## config.mk

```make
export PLATFORM = sky130hd
export DESIGN_NAME = bio_debounce
export DESIGN_NICKNAME = d
export VERILOG_FILES = /design/src/rtl/bio_pkg.sv /design/src/rtl/bio_db_chan.sv /design/src/rtl/bio_debounce.sv
export SDC_FILE = /design/constraint.sdc
export NUM_CORES = 1
export LEC_CHECK = 0
export CAP_MARGIN = 10
export CORE_MARGIN = 2
export CORE_UTILIZATION = 35
export DETAILED_ROUTE_END_ITERATION = 10
export GPL_ROUTABILITY_DRIVEN = 0
export HOLD_SLACK_MARGIN = 0.08
export SYNTH_ARGS = -nofsm -noshare
export SYNTH_HDL_FRONTEND = slang
export SYNTH_SLANG_ARGS = --single-unit
```

## constraint.sdc

```tcl
create_clock -name clk -period 4.3 [get_ports clk]
set_input_delay 0.645 -clock clk [delete_from_list [all_inputs] [get_ports clk]]
set_output_delay 0.645 -clock clk [all_outputs]
set_load 0.02 [all_outputs]
```

## src/rtl/bio_pkg.sv

```systemverilog
// bio_pkg: shared constants for the board I/O front end.
//   - Channel index map for the default 21-channel board:
//     sw[17:0] on channels SW_LO..SW_HI, key1..key3 on KEY1..KEY3.
//   - BIO_N          : number of board input channels.
//   - ACT_LOW_KEYS   : active-low mask covering the pushbuttons (bits 20:18).
//   - DB_CYCLES_50MHZ: debounce length giving 1 ms at a 50 MHz clock.
package bio_pkg;

  localparam int SW_LO = 0;
  localparam int SW_HI = 17;
  localparam int KEY1  = SW_HI + 1;
  localparam int KEY2  = KEY1 + 1;
  localparam int KEY3  = KEY2 + 1;
  localparam int BIO_N = KEY3 + 1;

  // Pushbuttons idle high and pull low when pressed.
  localparam logic [BIO_N-1:0] ACT_LOW_KEYS = (BIO_N'(1) << KEY1)
                                            | (BIO_N'(1) << KEY2)
                                            | (BIO_N'(1) << KEY3);

  localparam int DB_CYCLES_50MHZ = 50000;

endpackage : bio_pkg

```

## src/rtl/bio_db_chan.sv

```systemverilog
// bio_db_chan: one input channel of the board I/O front end.
//   Two-flop synchronizer, debounce counter, debounced level and
//   registered one-cycle rise/fall pulses.
// Ports:
//   clk   : system clock
//   rst_n : asynchronous active-low reset
//   raw   : unsynchronized board input
//   level : debounced level (same polarity as raw)
//   rise  : one-cycle pulse the cycle after level goes 0->1
//   fall  : one-cycle pulse the cycle after level goes 1->0
// Build option: BIO_DEBOUNCE_BYPASS_EN removes the counter so the level
//   follows the synchronized input every cycle (fast simulation builds).
module bio_db_chan #(
  parameter int   CNT_W     = 16,
  parameter int   DB_CYCLES = 50000,
  parameter logic RST_VAL   = 1'b0
) (
  input  logic clk,
  input  logic rst_n,
  input  logic raw,
  output logic level,
  output logic rise,
  output logic fall
);

  logic s1_r;
  logic s2_r;
  logic level_r;
  logic level_d_r;
  logic rise_r;
  logic fall_r;
  logic level_nxt_s;

`ifdef BIO_DEBOUNCE_BYPASS_EN

  // Bypass: the level takes the synchronized sample directly.
  always_comb begin
    level_nxt_s = s2_r;
  end

`else

  localparam logic [CNT_W-1:0] CNT_LAST = CNT_W'(DB_CYCLES - 1);

  logic [CNT_W-1:0] cnt_r;
  logic [CNT_W-1:0] cnt_nxt_s;

  // Count consecutive cycles the synchronized input disagrees with level;
  // accept the new value on the last count, restart on any agreement.
  always_comb begin
    cnt_nxt_s   = '0;
    level_nxt_s = level_r;
    if (s2_r == level_r) begin
      cnt_nxt_s = '0;
    end else if (cnt_r == CNT_LAST) begin
      level_nxt_s = s2_r;
      cnt_nxt_s   = '0;
    end else begin
      cnt_nxt_s = cnt_r + CNT_W'(1);
    end
  end

  // Debounce counter register.
  always_ff @(posedge clk or negedge rst_n) begin
    if (!rst_n) begin
      cnt_r <= '0;
    end else begin
      cnt_r <= cnt_nxt_s;
    end
  end

`endif

  // Synchronizer, level, and edge pulses. level_d_r holds the previous
  // level so the pulse lands one cycle after the level update; it resets
  // to the same value as level so leaving reset never produces an edge.
  always_ff @(posedge clk or negedge rst_n) begin
    if (!rst_n) begin
      s1_r      <= RST_VAL;
      s2_r      <= RST_VAL;
      level_r   <= RST_VAL;
      level_d_r <= RST_VAL;
      rise_r    <= 1'b0;
      fall_r    <= 1'b0;
    end else begin
      s1_r      <= raw;
      s2_r      <= s1_r;
      level_r   <= level_nxt_s;
      level_d_r <= level_r;
      rise_r    <= level_r & ~level_d_r;
      fall_r    <= ~level_r & level_d_r;
    end
  end

  assign level = level_r;
  assign rise  = rise_r;
  assign fall  = fall_r;

endmodule : bio_db_chan

```

## src/rtl/bio_debounce.sv

```systemverilog
// bio_debounce: board I/O input conditioning for N pushbutton/switch lines.
//   Each channel is synchronized and debounced by bio_db_chan; this level
//   adds the sticky per-channel event flags with write-1-to-clear strobes.
// Ports:
//   clk    : system clock
//   rst_n  : asynchronous active-low reset
//   raw_in : [N] unsynchronized board inputs
//   clr    : [N] write-1-to-clear strobes for evt
//   level  : [N] debounced levels, same polarity as raw_in
//   rise   : [N] one-cycle pulse on level 0->1
//   fall   : [N] one-cycle pulse on level 1->0
//   evt    : [N] sticky flag, set on the activation edge (fall for
//                 ACT_LOW channels, rise otherwise)
// Build option: BIO_DEBOUNCE_BYPASS_EN (see bio_db_chan) skips debouncing.
module bio_debounce
  import bio_pkg::*;
#(
  parameter int             N         = BIO_N,
  parameter int             CNT_W     = 16,
  parameter int             DB_CYCLES = DB_CYCLES_50MHZ,
  parameter logic [N-1:0]   RST_VAL   = '0,
  parameter logic [N-1:0]   ACT_LOW   = '0
) (
  input  logic         clk,
  input  logic         rst_n,
  input  logic [N-1:0] raw_in,
  input  logic [N-1:0] clr,
  output logic [N-1:0] level,
  output logic [N-1:0] rise,
  output logic [N-1:0] fall,
  output logic [N-1:0] evt
);

  logic [N-1:0] act_s;
  logic [N-1:0] evt_r;

  for (genvar i = 0; i < N; i++) begin : g_chan
    bio_db_chan #(
      .CNT_W     (CNT_W),
      .DB_CYCLES (DB_CYCLES),
      .RST_VAL   (RST_VAL[i])
    ) u_chan (
      .clk   (clk),
      .rst_n (rst_n),
      .raw   (raw_in[i]),
      .level (level[i]),
      .rise  (rise[i]),
      .fall  (fall[i])
    );
  end

  // Activation edge per channel: a press pulls active-low keys down.
  always_comb begin
    act_s = (rise & ~ACT_LOW) | (fall & ACT_LOW);
  end

  // Sticky event flags; a new activation beats a simultaneous clear.
  always_ff @(posedge clk or negedge rst_n) begin
    if (!rst_n) begin
      evt_r <= '0;
    end else begin
      evt_r <= act_s | (evt_r & ~clr);
    end
  end

  assign evt = evt_r;

endmodule : bio_debounce

```

Word-level counts from Yosys, hierarchy flattened
Index checks and enable logic that the tools add are counted.
{"block": "word_totals", "inputBits": 44, "output_inout_bits": 84, "reg_bits": 483}
{"block": "classes", "eq_ne": 42, "bitwise": 108, "add_sub_neg": 21, "reduce_logical": 21, "mux": 42}
{"cell": "16-bit two-way mux", "count": 42}
{"cell": "16-bit by 1-bit adder with 16-bit output (second input constant)", "count": 21}
{"cell": "16-bit equality test (second input constant)", "count": 21}
{"cell": "1-bit NOT", "count": 63}
{"cell": "1-bit bitwise AND", "count": 42}
{"cell": "2-bit AND reduction", "count": 21}
{"cell": "21-bit bitwise AND", "count": 1}
{"cell": "1-bit equality test", "count": 21}
{"cell": "21-bit NOT", "count": 1}
{"cell": "21-bit bitwise OR", "count": 1}

Depth between registers and ports, before layout
{"block": "depth", "word_depth": 3, "depth_mapped": 6, "depth_no_buf": 5}

Cells and area by module
A second synthesis with hierarchy kept.
{"block": "unflattened", "hier_cells": 1974, "hier_area_um2": 21729.6}
{"module": "bio_db_chan", "cells_each": 91, "instances": 21, "area_per_inst_um2": 998.5, "seq_area_each_um2": 550.5}
{"module": "bio_debounce", "cells_each": 63, "instances": 1, "area_per_inst_um2": 762.0, "seq_area_each_um2": 525.5}

Worst setup path before layout
Ideal clock, no wire load.
{"block": "synth_timing", "kind": "reg-to-reg", "start": "reg g_chan[4].u_chan.cnt_r[10]", "end": "reg g_chan[4].u_chan.cnt_r[10]", "arrival_time_ps": 1670, "period_less_slack_ps": 1789, "path_slack_ps": 2511, "stages_incl_launch_ff": 5, "cell_sequence": "dfrtp_1 -> or4b_4 -> o41ai_4 -> buf_6 -> nor2_1"}
{"block": "synth_via", "elab_chain_cells": 3}
{"item": "start, declared", "line": "bio_db_chan.sv:45", "text": "logic [CNT_W-1:0] cnt_r;"}
{"item": "start signal, assigned", "line": "bio_db_chan.sv:68", "text": "cnt_r <= cnt_nxt_s;"}
{"item": "16-bit by 1-bit adder with 16-bit output or 16-bit equality test (tied branches)", "line": "bio_db_chan.sv:59, bio_db_chan.sv:55"}
{"item": "16-bit two-way mux (*)", "line": "bio_db_chan.sv:55", "text": "end else if (cnt_r == CNT_LAST) begin"}
{"item": "16-bit two-way mux (*)", "line": "bio_db_chan.sv:53", "text": "if (s2_r == level_r) begin"}
{"item": "net g_chan[4].u_chan.cnt_nxt_s[10]", "line": "bio_db_chan.sv:46", "text": "logic [CNT_W-1:0] cnt_nxt_s;"}
Mark *: on every way through the listed nets, which the timed path passes. The rest lies on a longest branch.
A chain may end at the register's enable or synchronous reset.

Worst setup path after layout
{"block": "layout_timing", "start": "reg g_chan[8].u_chan.level_r", "end": "out level[8]"}
{"item": "start, declared", "line": "bio_db_chan.sv:28", "text": "logic level_r;"}
{"item": "start signal, assigned", "line": "bio_db_chan.sv:88", "text": "level_r <= level_nxt_s;"}
{"item": "end, declared", "line": "bio_debounce.sv:28", "text": "output logic [N-1:0] level,"}
No word-level cell between the ends.

==> qor.txt <==
========================================================================================================
Run status                                                                                     completed
Final Non-Filler Cells                                                                              2942
Sequential fraction of the synthesis area                                                          56.4%
Count of standard-cell rows                                                                           90
Post-placement cell area                                                                       23200 um2
Largest area contributor in the netlist                                                          dfrtp_1
Post-Synthesis Net Count                                                                            2073
Post-CTS Hold Fix Bufs                                                                                 0
Via count                                                                                          14310
Cts bufs inserted                                                                                     55
Cell type group with the largest total delay on the critical path                           buffers and inverters
Data arrival, critical path                                                                      1750 ps
Net count of the finished layout                                                                    2180
Yosys cell types                                                                                      33
Avg Inst Size Synth                                                                             10.7 um2
Data required time of the worst path                                                             3650 ps
Detailed placer's ending HPWL                                                                    25.1 mm
Total standard cell area after synthesis                                                       21400 um2
Die H                                                                                             251 um
Number of synthesized flops with an enable pin                                                         0
Vias in the first global route                                                                     14311
Final antenna-violating net count                                                                      0
Ys async rst share                                                                                  100%
Seq pwr share                                                                                      47.9%
Total setup violations reported at the end of the flow                                                 0
Horizontal extent of the die                                                                      251 um
Number of max-cap violations                                                                           0
Fill cell count                                                                                     5640
Pin slew with the least headroom to its limit                                                     937 ps
Clock share of power                                                                               49.3%
IR drop worst, VDD                                                                              0.295 mV
H-tree depth                                                                                           2
Final standard cell area without fillers                                                       25100 um2
Worst-case clock skew                                                                            26.7 ps
Setup fix buffers added after clock tree synthesis                                                     0
Share of final-layout standard cells stronger than drive strength 1                                6.53%
Largest driver fanout on the critical path                                                             6
Longest Clk Path Bufs                                                                                  3
Count of input and output buffers                                                                    127
Initial antenna violation count                                                                        0
Vias/cell                                                                                           4.86
Initial Utilization                                                                                35.4%
Sinks on the clock net                                                                               483
All-layer global routing usage                                                                     12.6%
DRC viols                                                                                              0
Worst slew margin relative to its limit                                                            37.5%
Pins over their slew limit                                                                             0
Detailed router's first-iteration violation count                                                    836
Clock root buffer                                                                              clkbuf_16
Routed wire length                                                                               38.6 mm
Leakage power                                                                                  0.0106 uW
Minimum clock period                                                                             2390 ps
Top cells by count, synth                                                                   dfrtp_1 (483), nor2_1 (356), xnor2_1 (224)
Die ar.                                                                                        63200 um2
Antenna diode count                                                                                    0
Worst Setup End Kind                                                                          output pin
Ratio of total power to cell area                                                             389 nW/um2
Synthesis-to-layout area growth                                                                    17.3%
Setup slack of the worst register-to-register path                                               2200 ps
Sum of buffers and inverters on the critical path                                                      1
P_int                                                                                            7650 uW
Total negative slack for setup checks                                                               0 ps
Mean routed wirelength per cell                                                                  13.1 um
Worst stage delay on the critical path                                                            720 ps
Cells after DPL                                                                                     2840
Period Utilization, post-route                                                                     55.7%
Unrepaired setup endpoints after global routing                                                    false
Post-cts repair resize count                                                                           0
Pin count of the biggest net entering global routing                                                 115
Comb power frac                                                                                     2.9%
Smallest setup slack after layout                                                                1910 ps
Master of the slowest instance on the critical path                                         clkdlybuf4s50_1
Worst-Skew Late Latency                                                                           600 ps
Type of origin of the critical path                                                                 flop
Synth warn                                                                                             0
NetSw                                                                                            2120 uW
DRT Pass-1 Iters                                                                                       5
Worst Path Class, Setup                                                                       reg -> out
Post-CTS clock slew at the launch and capture registers of the worst setup and hold paths          60 ps
Count leader, synth                                                                              dfrtp_1
CTS tree                                                                                           built
Cell chain of the critical path                                                             clkdlybuf4s50_1
Pre-CTS WS                                                                                       2160 ps
Core region area                                                                               60500 um2
Most used flip-flop cell after synthesis                                                         dfrtp_1
Max frequency                                                                                    418 MHz
Number of standard cells after synthesis                                                            2008
First-pass GRT wire length                                                                       67.9 mm
Share of the synthesized area in the top cell type                                                 56.4%
Final Hold Viols                                                                                       0
Worst hold-check path type                                                                   in -> async
Fraction of power spent switching nets                                                             21.7%
Main area contributors after synthesis                                                      dfrtp_1 (56%), xnor2_1 (9.2%), nor2_1 (6.2%)
Synth Register Bits                                                                                  483
GR Overflow Total                                                                                      0
Number of placed I/O pins                                                                            128
========================================================================================================
==> placed cells by master, fill, tap and decap left out, drive strengths merged <==
master and count:
ha 21, xor2 74, mux2 21, dfrtp 483
nor4 84, and3 43, a21o 21, nand3 117
o41ai 5, o31ai 7, and4 2, a21oi 17
or3 4, nor2b 42, nand2 84, a31o 2
clkinvlp 1, nor2 356, or4 7, clkinv 18
and2 7, bufinv 5, o21ai 2, or2 3
clkdlybuf4s50 126, or4b 1, nand3b 1, buf 11
nor4bb 32, nand4 97, inv 86, nor3 64
xnor2 224, nor4b 17, clkbuf 75
==> power groups by stage <==
stage | registers [uW] | logic (uW) | clock network [uW]
2_1_floorplan | 4740 | 122 | 0
4_1_cts | 4680 | 294 | 5030
5_1_grt | 4680 | 329 | 5220
6_report | 4680 | 279 | 4820
3_3_place_gp | 4750 | 284 | 0
3_5_place_dp | 4760 | 292 | 0
==> registers in the layout (all words and copies together), names as in the netlist <==
signal	count
g_chan.u_chan.s1_r	21
g_chan.u_chan.fall	21
evt	21
g_chan.u_chan.level_d_r	21
g_chan.u_chan.s2_r	21
g_chan.u_chan.level	21
g_chan.u_chan.cnt_r	336
g_chan.u_chan.rise	21
==> cells by family (layout without fill, tap and decap cells) <==
logic type,Yosys count,after routing,synth area share (%)
buf+inv,170,322,4.14
xor+xnor,298,298,12.2
simple gates,961,961,22.7
compound gates,54,54,2.15
flops,483,483,56.4
fa+ha+maj,21,21,1.23
mux,21,21,1.10
==> worst paths after layout <==
path	from	end	cells past startpoint
hold / removal	rst_n	g_chan[7].u_chan.cnt_r[7]	1
min in group clk	g_chan[3].u_chan.s1_r	g_chan[3].u_chan.s2_r	0
max in group asynchronous	rst_n	g_chan[9].u_chan.cnt_r[11]	2
setup / recovery	g_chan[8].u_chan.level	level[8]	1
setup reg to reg	g_chan[4].u_chan.cnt_r[10]	g_chan[4].u_chan.cnt_r[4]	3
hold reg to reg	g_chan[3].u_chan.s1_r	g_chan[3].u_chan.s2_r	0
==> layout make-up <==
class	count	area (um2)	share of cell area, %
Clock buffer	75	1620	6.46
Inverter	83	312	1.24
Clock inverter	27	293	1.17
Multi-Input combinational cell	1355	8440	33.6
Sequential cell	483	12100	48.1
Tap cell	782	978	3.90
Timing Repair Buffer	137	1390	5.53
==> per-stage QoR <==
stage	hold WS (ps)	total power [uW]	util (%)
2_1_floorplan	331	4860	-
3_3_place_gp	333	5040	38.4
3_5_place_dp	336	5050	38.4
4_1_cts	159	10000	41.5
5_1_grt	202	10200	41.5
6_report	162	9770	41.5
==> per-layer routing <==
layer	vias up	GRT usage, %	routed length, um
met1	6999	16.9	18200
met2	225	20.2	17800
li1	7015	-	-
met4	0	4.39	1040
met3	71	2.57	1630
met5	-	0	0
No activity file was read; power rests on OpenSTA's default activity.
